`src/rtl/sram_access_arbiter.sv`:
```
// Arbiter sharing one SRAM port between VGA reader (R0, fixed priority) and UART/M1 (R1/R2, round-robin).
// Optional ARB_STATS_EN macro adds grant/stall counters.
module sram_access_arbiter #(
  parameter int unsigned READ_LAT = 3,
  parameter int unsigned TURN_CYC = 1,
  parameter int unsigned ADDR_W   = 18
) (
  input  logic              Clock_50,
  input  logic              Reset,
  input  logic [2:0]        req_i,
  input  logic [2:0]        we_i,
  input  logic [ADDR_W-1:0] addr_i [3],
  input  logic [15:0]       wdata_i [3],
  input  logic [15:0]       SRAM_read_data_i,
  output logic [2:0]        gnt_o,
  output logic [2:0]        rvalid_o,
  output logic [15:0]       rdata_o,
  output logic [ADDR_W-1:0] SRAM_address_o,
  output logic [15:0]       SRAM_write_data_o,
  output logic              SRAM_we_n_o,
  output logic              busy_o
`ifdef ARB_STATS_EN
  ,
  output logic [31:0]       grant_cnt_o [3],
  output logic [31:0]       stall_cnt_o
`endif
);

  localparam int unsigned TCNT_W   = (TURN_CYC > 1) ? $clog2(TURN_CYC) : 1;
  localparam logic [1:0]  TAG_NONE = 2'd3;

  typedef enum logic {S_READY, S_TURN} state_t;

  state_t              state, state_nx;
  logic [TCNT_W-1:0]   turn_cnt, turn_cnt_nx;
  logic                rr_r2, rr_r2_nx;
  logic                last_wr, last_wr_nx;
  logic                grant;
  logic [1:0]          win;
  logic                win_vld;
  logic                sel_we;
  logic [ADDR_W-1:0]   sel_addr;
  logic [15:0]         sel_data;
  logic [1:0]          push_tag;
  logic [1:0]          tag      [READ_LAT];
  logic [1:0]          shift_in [READ_LAT];

  // Winner selection: R0 first, then R1/R2 starting at the round-robin pointer
  always_comb begin
    win     = 2'd0;
    win_vld = 1'b0;
    if (req_i[0]) begin
      win     = 2'd0;
      win_vld = 1'b1;
    end else if (req_i[1] && (!rr_r2 || !req_i[2])) begin
      win     = 2'd1;
      win_vld = 1'b1;
    end else if (req_i[2]) begin
      win     = 2'd2;
      win_vld = 1'b1;
    end
  end

  always_comb begin
    sel_we   = 1'b0;
    sel_addr = '0;
    sel_data = '0;
    case (win)
      2'd0: begin sel_we = we_i[0]; sel_addr = addr_i[0]; sel_data = wdata_i[0]; end
      2'd1: begin sel_we = we_i[1]; sel_addr = addr_i[1]; sel_data = wdata_i[1]; end
      2'd2: begin sel_we = we_i[2]; sel_addr = addr_i[2]; sel_data = wdata_i[2]; end
      default: ;
    endcase
  end

  // Next-state and grant decision
  always_comb begin
    state_nx    = state;
    turn_cnt_nx = turn_cnt;
    rr_r2_nx    = rr_r2;
    last_wr_nx  = last_wr;
    grant       = 1'b0;
    case (state)
      S_READY: begin
        if (win_vld) begin
          if (last_wr && !sel_we && (TURN_CYC != 0)) begin
            state_nx    = S_TURN;
            turn_cnt_nx = '0;
            last_wr_nx  = 1'b0;
          end else begin
            grant      = 1'b1;
            last_wr_nx = sel_we;
            if (win != 2'd0) rr_r2_nx = (win == 2'd1);
          end
        end
      end
      S_TURN: begin
        if (turn_cnt == TCNT_W'(TURN_CYC - 1)) state_nx = S_READY;
        else turn_cnt_nx = turn_cnt + TCNT_W'(1);
      end
      default: state_nx = S_READY;
    endcase
  end

  always_ff @(posedge Clock_50 or posedge Reset) begin
    if (Reset) begin
      state    <= S_READY;
      turn_cnt <= '0;
      rr_r2    <= 1'b0;
      last_wr  <= 1'b0;
    end else begin
      state    <= state_nx;
      turn_cnt <= turn_cnt_nx;
      rr_r2    <= rr_r2_nx;
      last_wr  <= last_wr_nx;
    end
  end

  assign gnt_o    = (grant && !Reset) ? 3'(3'b001 << win) : 3'b000;
  assign push_tag = (grant && !sel_we) ? win : TAG_NONE;

  // Tag shift register; the last stage is the cycle rvalid_o is presented
  always_comb begin
    shift_in[0] = push_tag;
    for (int unsigned i = 1; i < READ_LAT; i++) shift_in[i] = tag[i-1];
  end

  always_ff @(posedge Clock_50 or posedge Reset) begin
    if (Reset) begin
      for (int unsigned i = 0; i < READ_LAT; i++) tag[i] <= TAG_NONE;
      rdata_o           <= '0;
      SRAM_address_o    <= '0;
      SRAM_write_data_o <= '0;
      SRAM_we_n_o       <= 1'b1;
    end else begin
      for (int unsigned i = 0; i < READ_LAT; i++) tag[i] <= shift_in[i];
      if (shift_in[READ_LAT-1] != TAG_NONE) rdata_o <= SRAM_read_data_i;
      SRAM_we_n_o <= !(grant && sel_we);
      if (grant) begin
        SRAM_address_o    <= sel_addr;
        SRAM_write_data_o <= sel_data;
      end
    end
  end

  always_comb begin
    rvalid_o = 3'b000;
    case (tag[READ_LAT-1])
      2'd0: rvalid_o = 3'b001;
      2'd1: rvalid_o = 3'b010;
      2'd2: rvalid_o = 3'b100;
      default: ;
    endcase
  end

  always_comb begin
    busy_o = (state == S_TURN);
    for (int unsigned i = 0; i < READ_LAT; i++) busy_o = busy_o | (tag[i] != TAG_NONE);
  end

`ifdef ARB_STATS_EN
  // Saturating activity counters
  always_ff @(posedge Clock_50 or posedge Reset) begin
    if (Reset) begin
      for (int unsigned i = 0; i < 3; i++) grant_cnt_o[i] <= '0;
      stall_cnt_o <= '0;
    end else begin
      for (int unsigned i = 0; i < 3; i++)
        if (gnt_o[i] && (grant_cnt_o[i] != 32'hFFFF_FFFF)) grant_cnt_o[i] <= grant_cnt_o[i] + 32'd1;
      if ((req_i != 3'b000) && (gnt_o == 3'b000) && (stall_cnt_o != 32'hFFFF_FFFF))
        stall_cnt_o <= stall_cnt_o + 32'd1;
    end
  end
`endif

endmodule
```
`config.mk`:
```
export PLATFORM = sky130hd
export DESIGN_NAME = sram_access_arbiter
export DESIGN_NICKNAME = d
export VERILOG_FILES = /design/src/rtl/sram_access_arbiter.sv
export SDC_FILE = /design/constraint.sdc
export NUM_CORES = 1
export LEC_CHECK = 0
export CORE_UTILIZATION = 37
export CTS_BUF_LIST = sky130_fd_sc_hd__clkbuf_16
export CTS_CLUSTER_DIAMETER = 30
export DETAILED_ROUTE_END_ITERATION = 6
export GPL_ROUTABILITY_DRIVEN = 0
export PLACE_DENSITY_LB_ADDON = 0.12
export RECOVER_POWER = 25
export SYNTH_ARGS = -nofsm -noshare
export SYNTH_HDL_FRONTEND = slang
export SYNTH_SLANG_ARGS = --single-unit
```
`constraint.sdc`:
```
create_clock -name Clock_50 -period 2.3 [get_ports Clock_50]
set_clock_uncertainty 0.05 [all_clocks]
set_input_delay 0.23 -clock Clock_50 [delete_from_list [all_inputs] [get_ports Clock_50]]
set_output_delay 0.23 -clock Clock_50 [all_outputs]
set_load 0.05 [all_outputs]
```
======== Yosys cells after proc, flatten, opt, wreduce, memory -nomap -nowiden ========
Cells that the tools add are included.
W data, S select, Z words.
storage, ports and cells
  bits in registers ....................... 61
  latch bits .............................. 0
  bits in writable memories ............... 0
  memories kept ........................... 0
  ROM bits ................................ 0
operators by class
  equality and inequality tests ........... 9
  multiply operators ...................... 0
  order comparisons ....................... 0
  add/sub/neg operators ................... 1
  divide/modulo/power cells ............... 0
  shifts and indexed selects .............. 1
  multiplexer cells ....................... 24
  reduce and logical (&&, ||, !) cells .... 17
  bitwise operators ....................... 5
operator list
  kind                   count
  $pmux W18 S3           1
  $pmux W16 S3           1
  $mux W1                13
  $ne A2 B2 Y1 const B   5
  $pmux W3 S3            1
  $mux W2                4
  $logic_and A1 B1 Y1    5
  $logic_not A1 Y1       5
  $eq A2 B1 Y1 const B   2
  $eq A2 B2 Y1 const B   2
  $logic_not A2 Y1       2
  $pmux W1 S2            2
  $reduce_and A2 Y1      2
  $reduce_and A4 Y1      1
  $mux W3                1
  $or A1 B1 Y1           3
  $pmux W1 S3            1
  $shl A1 B2 Y3 const A  1
  $not A1 Y1             2
  $reduce_bool A2 Y1     1
  $add A1 B1 Y1 const B  1
  $logic_or A1 B1 Y1     1

======== Logic depth before layout (Yosys ltp) ========
  depth in word-level cells ............... 14
  depth in mapped cells ................... 7
  mapped depth without buffers ............ 4

======== Worst setup path before layout ========
No wires, ideal clock.
  path kind ............................... reg2out
  from .................................... register rr_r2
  to ...................................... output gnt_o[0]
  arrival ................................. 2.566 ns
  path buffers ............................ 0
  setup slack ............................. -0.546 ns
  cell stages (with the launch flop) ...... 5
  cell sequence ........................... dfrtp_1 -> nor2b_2 -> o31ai_2 -> nor3_1 -> nor4b_1
between the ends
  cells in the longest elaborated chain, start to end .. 14
RTL lines
  element                               line  text
  start: declaration                    36    logic rr_r2, rr_r2_nx;
  start signal: assignment              114   rr_r2 <= rr_r2_nx;
  $logic_not A1 Y1 (*)                  55    end else if (req_i[1] && (!rr_r2 || !req_i[2])) begin
  $logic_or A1 B1 Y1 (*)                55
  $logic_and A1 B1 Y1 (*)               55
  $mux W2                               55
  $mux W2                               52    if (req_i[0]) begin
  $eq A2 B2 Y1 (tied with other cells)  68    case (win)
  $pmux W1 S3                           68
  $logic_not A1 Y1                      86    if (last_wr && !sel_we && (TURN_CYC != 0)) begin
  $logic_and A1 B1 Y1                   86
  $mux W1                               86
  $mux W1                               85    if (win_vld) begin
  $mux W1                               83    case (state)
  $logic_and A1 B1 Y1                   119   assign gnt_o = (grant && !Reset) ? 3'(3'b001 << win) : 3'b000;
  $mux W3 (*)                           119
  end: declaration                      15    output logic [2:0] gnt_o,
Mark *: on every way between the ends. The rest lies on a longest branch, timed or not.

======== Worst setup path after layout ========
  from .................................... input req_i[1]
  to ...................................... output gnt_o[0]
between the ends
  cells in the longest elaborated chain, start to end .. 12
RTL lines
  element                               line  text
  start: declaration                    10    input logic [2:0] req_i,
  $logic_and A1 B1 Y1 (*)               55
  $mux W2                               55
  $mux W2                               52
  $eq A2 B2 Y1 (tied with other cells)  68
  $pmux W1 S3                           68
  $logic_not A1 Y1                      86
  $logic_and A1 B1 Y1                   86
  $mux W1                               86
  $mux W1                               85
  $mux W1                               83
  $logic_and A1 B1 Y1                   119
  $mux W3 (*)                           119
Marks and branches as above.

==> results.md <==
- Across all layers, the routed design uses 2726 vias.
- The count of endpoints failing setup in the final report is 0.
- The remaining global-route overflow is 0.
- Data on the critical path arrives at its endpoint at 1950 ps.
- On the critical path, the stage with the largest delay is an instance of sky130_fd_sc_hd__clkdlybuf4s50_1.
- The core outline area is 0.00737 mm^2.
- In this run the power spent charging and discharging nets is between 3 and 4 mW.
- The root buffer cell is sky130_fd_sc_hd__clkbuf_16.
- Relative to the synthesized area, the layout overhead comes to 83.1%.
- The final hold violation count is 0.
- The kind of launch point of the worst setup path is a primary input.
- The sum of negative setup slack is 0 ps.
- The die is 89.9 um wide.
- The biggest area contributor in the post-synthesis netlist is sky130_fd_sc_hd__dfrtp_1.
- The peak supply drop is 0.000667 V.
- The number of global-route vias before repair is 2808.
- The number of primary I/O pins is 184.
- The initial core utilization is 38.8%.
- The signal on the critical path passes through clkdlybuf4s50_1 > nor2b_2 > o31ai_2 > nor3_1 > buf_4 > nor4b_4 > buf_12.
- Of the total power, the share spent switching nets is 43.6%.
- In this design, the stage delay of the slowest critical-path cell is 530 ps.
- The number of DRC markers in iteration 0 is 250.
- In this run the number of H-tree levels came out at 3.
- Based on the critical path, the design can be clocked at up to 0.448 GHz.
- Buffers inserted to repair hold after CTS numbered 0.
- The number of warning messages in the yosys log is 0.
- The post-route clock period utilization is 97.0%.
- The post-CTS repair timing setup buffer count is 0.
- The placed instance area is 0.00490 mm^2.
- The worst setup path is captured at a primary output.
- Leaving out filler cells and counting taps, the final layout contains 534.
- The count of buffering cells on the critical path with inverters included is 3.
- 0 antenna diodes ended up in the layout.
- The number of remaining DRC errors is 0.
- The floorplan step set the die height to between 80 and 90 um.
- The worst setup path is of the primary input to primary output kind.
- The count of cell types in the netlist is 31.
- Combinational cells account for between 50% and 60% of the total power.
- After clock tree synthesis, the clock-pin slew on the worst setup and hold paths is 50 ps.
- The number of buffers inserted during clock tree synthesis is 9.
- The number of nets in the finished design is between 500 and 600.
- Fill cells in the final layout number 553.
- Once placement completed, the tool counted placed cells totaling just over 500.
- The number of vias per cell is 5.10.
- Before antenna repair, the detailed router went through 6 iterations.
- The overall track demand over capacity in global routing is 21.6%.
- For the worst setup path, the data required time is 2020 ps.
- The transition time of the tightest slew-check pin is 755 ps.
- By area the synthesized netlist is led by sky130_fd_sc_hd__dfrtp_1, sky130_fd_sc_hd__a222oi_1, sky130_fd_sc_hd__mux2i_1, sky130_fd_sc_hd__dfstp_2, sky130_fd_sc_hd__mux2_2.
- The finished layout cell area is around 0.0052 mm^2.
- For this design, the sink count on the clock tree is 60.
- The peak fanout along the critical path is 7.
- The leakage dissipation is about 2.3 nW.
- The number of input and output port buffers inserted is 183.
- The total standard cell area after synthesis is 0.00286 mm^2.
- The power share of the clock group is between 20 and 25%.
- The flow ran to the end, and the final reports show no timing, DRC or antenna violations.
- The floorplan row count is 31.
- Synthesis handed over a netlist of 238 instances.
- Setup repair after global routing left no endpoint under its margin.
- The clock period could shrink to 2230 ps.
- The per-instance average area after synthesis is 12.0 um^2.
- The internal portion of the total power is slightly above 4 mW.
- TritonCTS built the clock tree.
- The number of nets produced by synthesis is 364.
- The top cell type by area accounts for a little under half of the synthesized area.
- Once detail routing completed, the nets flagged for antenna violations numbered 0.
- The number of max-capacitance violations reported is 0.
- The wire-length estimate of the detail-placed layout is 6350 um.
- The share of the yosys chip area belonging to registers is 52.8%.
- The average wire per standard cell is approximately 16 um.
- The largest net degree at the start of global routing is 42.
- Measured against its own limit, the worst slew margin works out to 49.6%.
- The count of state elements after synthesis is 60.
- The post-route netlist has about 15% of its cells at a drive strength greater than 1.
- The total chip power is around 7.2 mW.
- Per report_power, the sequential group accounts for 25.2% of the total.
- The max-slew violation total from the final report is 0.
- The worst hold path class is flip-flop to flip-flop.
- The final layout contains routed wiring with a total length of 8500 um.
- On the critical path the largest part of the delay comes from buffers and inverters.
- The first-pass GRT wire length is 13600 um.
- At the later pin of the worst-skew pair, clock insertion delay measures 310 ps.
- In this run the power density over the cells is 1380 mW/mm^2.
- The maximum root-to-sink buffer count is 2.
- The die covers 0.00808 mm^2.
- The initial antenna violation count is 0.
-- cells in the mapped netlist --
library cell / number
sky130_fd_sc_hd__buf_2: 1
sky130_fd_sc_hd__inv_1: 36
sky130_fd_sc_hd__clkbuf_1: 9
sky130_fd_sc_hd__nor4b_1: 1
sky130_fd_sc_hd__o21bai_1: 1
sky130_fd_sc_hd__nor3_1: 6
sky130_fd_sc_hd__nor2b_1: 2
sky130_fd_sc_hd__nand2b_1: 3
sky130_fd_sc_hd__o31ai_2: 2
sky130_fd_sc_hd__nor2_2: 2
sky130_fd_sc_hd__a21oi_2: 2
sky130_fd_sc_hd__o21ai_1: 1
sky130_fd_sc_hd__a222oi_1: 34
sky130_fd_sc_hd__buf_6: 4
sky130_fd_sc_hd__mux2i_1: 34
sky130_fd_sc_hd__nor2_1: 5
sky130_fd_sc_hd__o311a_1: 1
sky130_fd_sc_hd__dfrtp_1: 53
sky130_fd_sc_hd__nor2b_2: 1
sky130_fd_sc_hd__dfstp_2: 7
sky130_fd_sc_hd__clkbuf_2: 1
sky130_fd_sc_hd__nor4_1: 1
sky130_fd_sc_hd__mux2_2: 16
sky130_fd_sc_hd__a21o_1: 1
sky130_fd_sc_hd__nand4b_1: 1
sky130_fd_sc_hd__a31oi_1: 1
sky130_fd_sc_hd__o22a_1: 1
sky130_fd_sc_hd__or2_2: 1
sky130_fd_sc_hd__nand2_1: 7
sky130_fd_sc_hd__nand3b_1: 1
sky130_fd_sc_hd__nand3_1: 2
-- metrics by stage --
step	setup WS (ps)	hold slack [ps]	utilization [%]
6_report	68.3	313	71.0
4_1_cts	67.7	314	71.2
2_1_floorplan	120	304	-
3_5_place_dp	18.4	307	66.5
3_3_place_gp	74.6	305	66.5
5_1_grt	4.81	320	71.0
-- logic make-up (layout without fill, tap and decap cells) --
| group | count (synthesis) | in the layout | synth area share (%) |
|---|---|---|---|
| mux | 50 | 50 | 18.2 |
| buf+inv | 51 | 248 | 7.84 |
| simple gates | 33 | 33 | 6.13 |
| compound gates | 44 | 44 | 15.0 |
| flops | 60 | 60 | 52.8 |
-- cells in the final DEF (no fill, tap or decap), types with 2 or more instances in the layout --
master / instances
sky130_fd_sc_hd__dfstp_2: 6
sky130_fd_sc_hd__mux2i_1: 34
sky130_fd_sc_hd__inv_1: 37
sky130_fd_sc_hd__a222oi_1: 34
sky130_fd_sc_hd__nor3_1: 4
sky130_fd_sc_hd__mux2_2: 16
sky130_fd_sc_hd__clkinv_1: 2
sky130_fd_sc_hd__clkbuf_16: 9
sky130_fd_sc_hd__nand3_1: 2
sky130_fd_sc_hd__buf_4: 12
sky130_fd_sc_hd__nand2_1: 7
sky130_fd_sc_hd__a21oi_2: 2
sky130_fd_sc_hd__buf_12: 4
sky130_fd_sc_hd__clkdlybuf4s50_1: 178
sky130_fd_sc_hd__nor2_2: 2
sky130_fd_sc_hd__bufinv_16: 3
sky130_fd_sc_hd__dfrtp_1: 53
sky130_fd_sc_hd__nor2_1: 5
sky130_fd_sc_hd__nor3_2: 2
sky130_fd_sc_hd__nor2b_1: 2
sky130_fd_sc_hd__nand2b_1: 3
-- final timing paths --
kind	startpoint	end	slack (ps)	depth (start not counted)
hold / removal	shift_in[0]	tag[0]	310	0
max in group asynchronous	Reset	SRAM_address_o[10]	510	3
setup / recovery	req_i[1]	gnt_o[0]	70	7
setup reg to reg	rr_r2	SRAM_write_data_o[6]	520	6
hold reg to reg	shift_in[0]	tag[0]	310	0
min in group asynchronous	Reset	rr_r2	590	2
-- power groups by stage --
stage	registers, mW	clock network (mW)	logic (mW)
4_1_cts	1.83	1.50	3.99
3_5_place_dp	1.84	0	3.96
6_report	1.83	1.47	3.94
3_3_place_gp	1.81	0	3.91
5_1_grt	1.90	1.55	4.12
2_1_floorplan	3.37	0	0.986
-- area by class of cell --
class	instances	area, um^2	share of cell area [%]
timing repair buffer	196	1970	37.6
sequential	60	1510	28.9
multi-input combinational	127	1160	22.2
clock buffer	9	225	4.31
inverter	36	135	2.58
tap	99	124	2.37
clock inverter	7	106	2.03
-- state kept, by name, summed over array words and instances (netlist names) --
name	count
tag	2
rdata_o	16
SRAM_write_data_o	16
rr_r2	1
state	1
shift_in	4
SRAM_address_o	18
last_wr	1
SRAM_we_n_o	1
-- metal layers --
metal	track usage (%)	wire, um
met3	6.85	675
met1	24.6	3300
met5	0	0
met2	37.2	4360
met4	9.27	160
-- what timing repair did --
item                       in CTS  in global routing
setup endpoints to repair       1                  0
hold endpoints to repair        0                  0
resized for setup               1                  0
No activity file was read; power rests on OpenSTA's default activity.
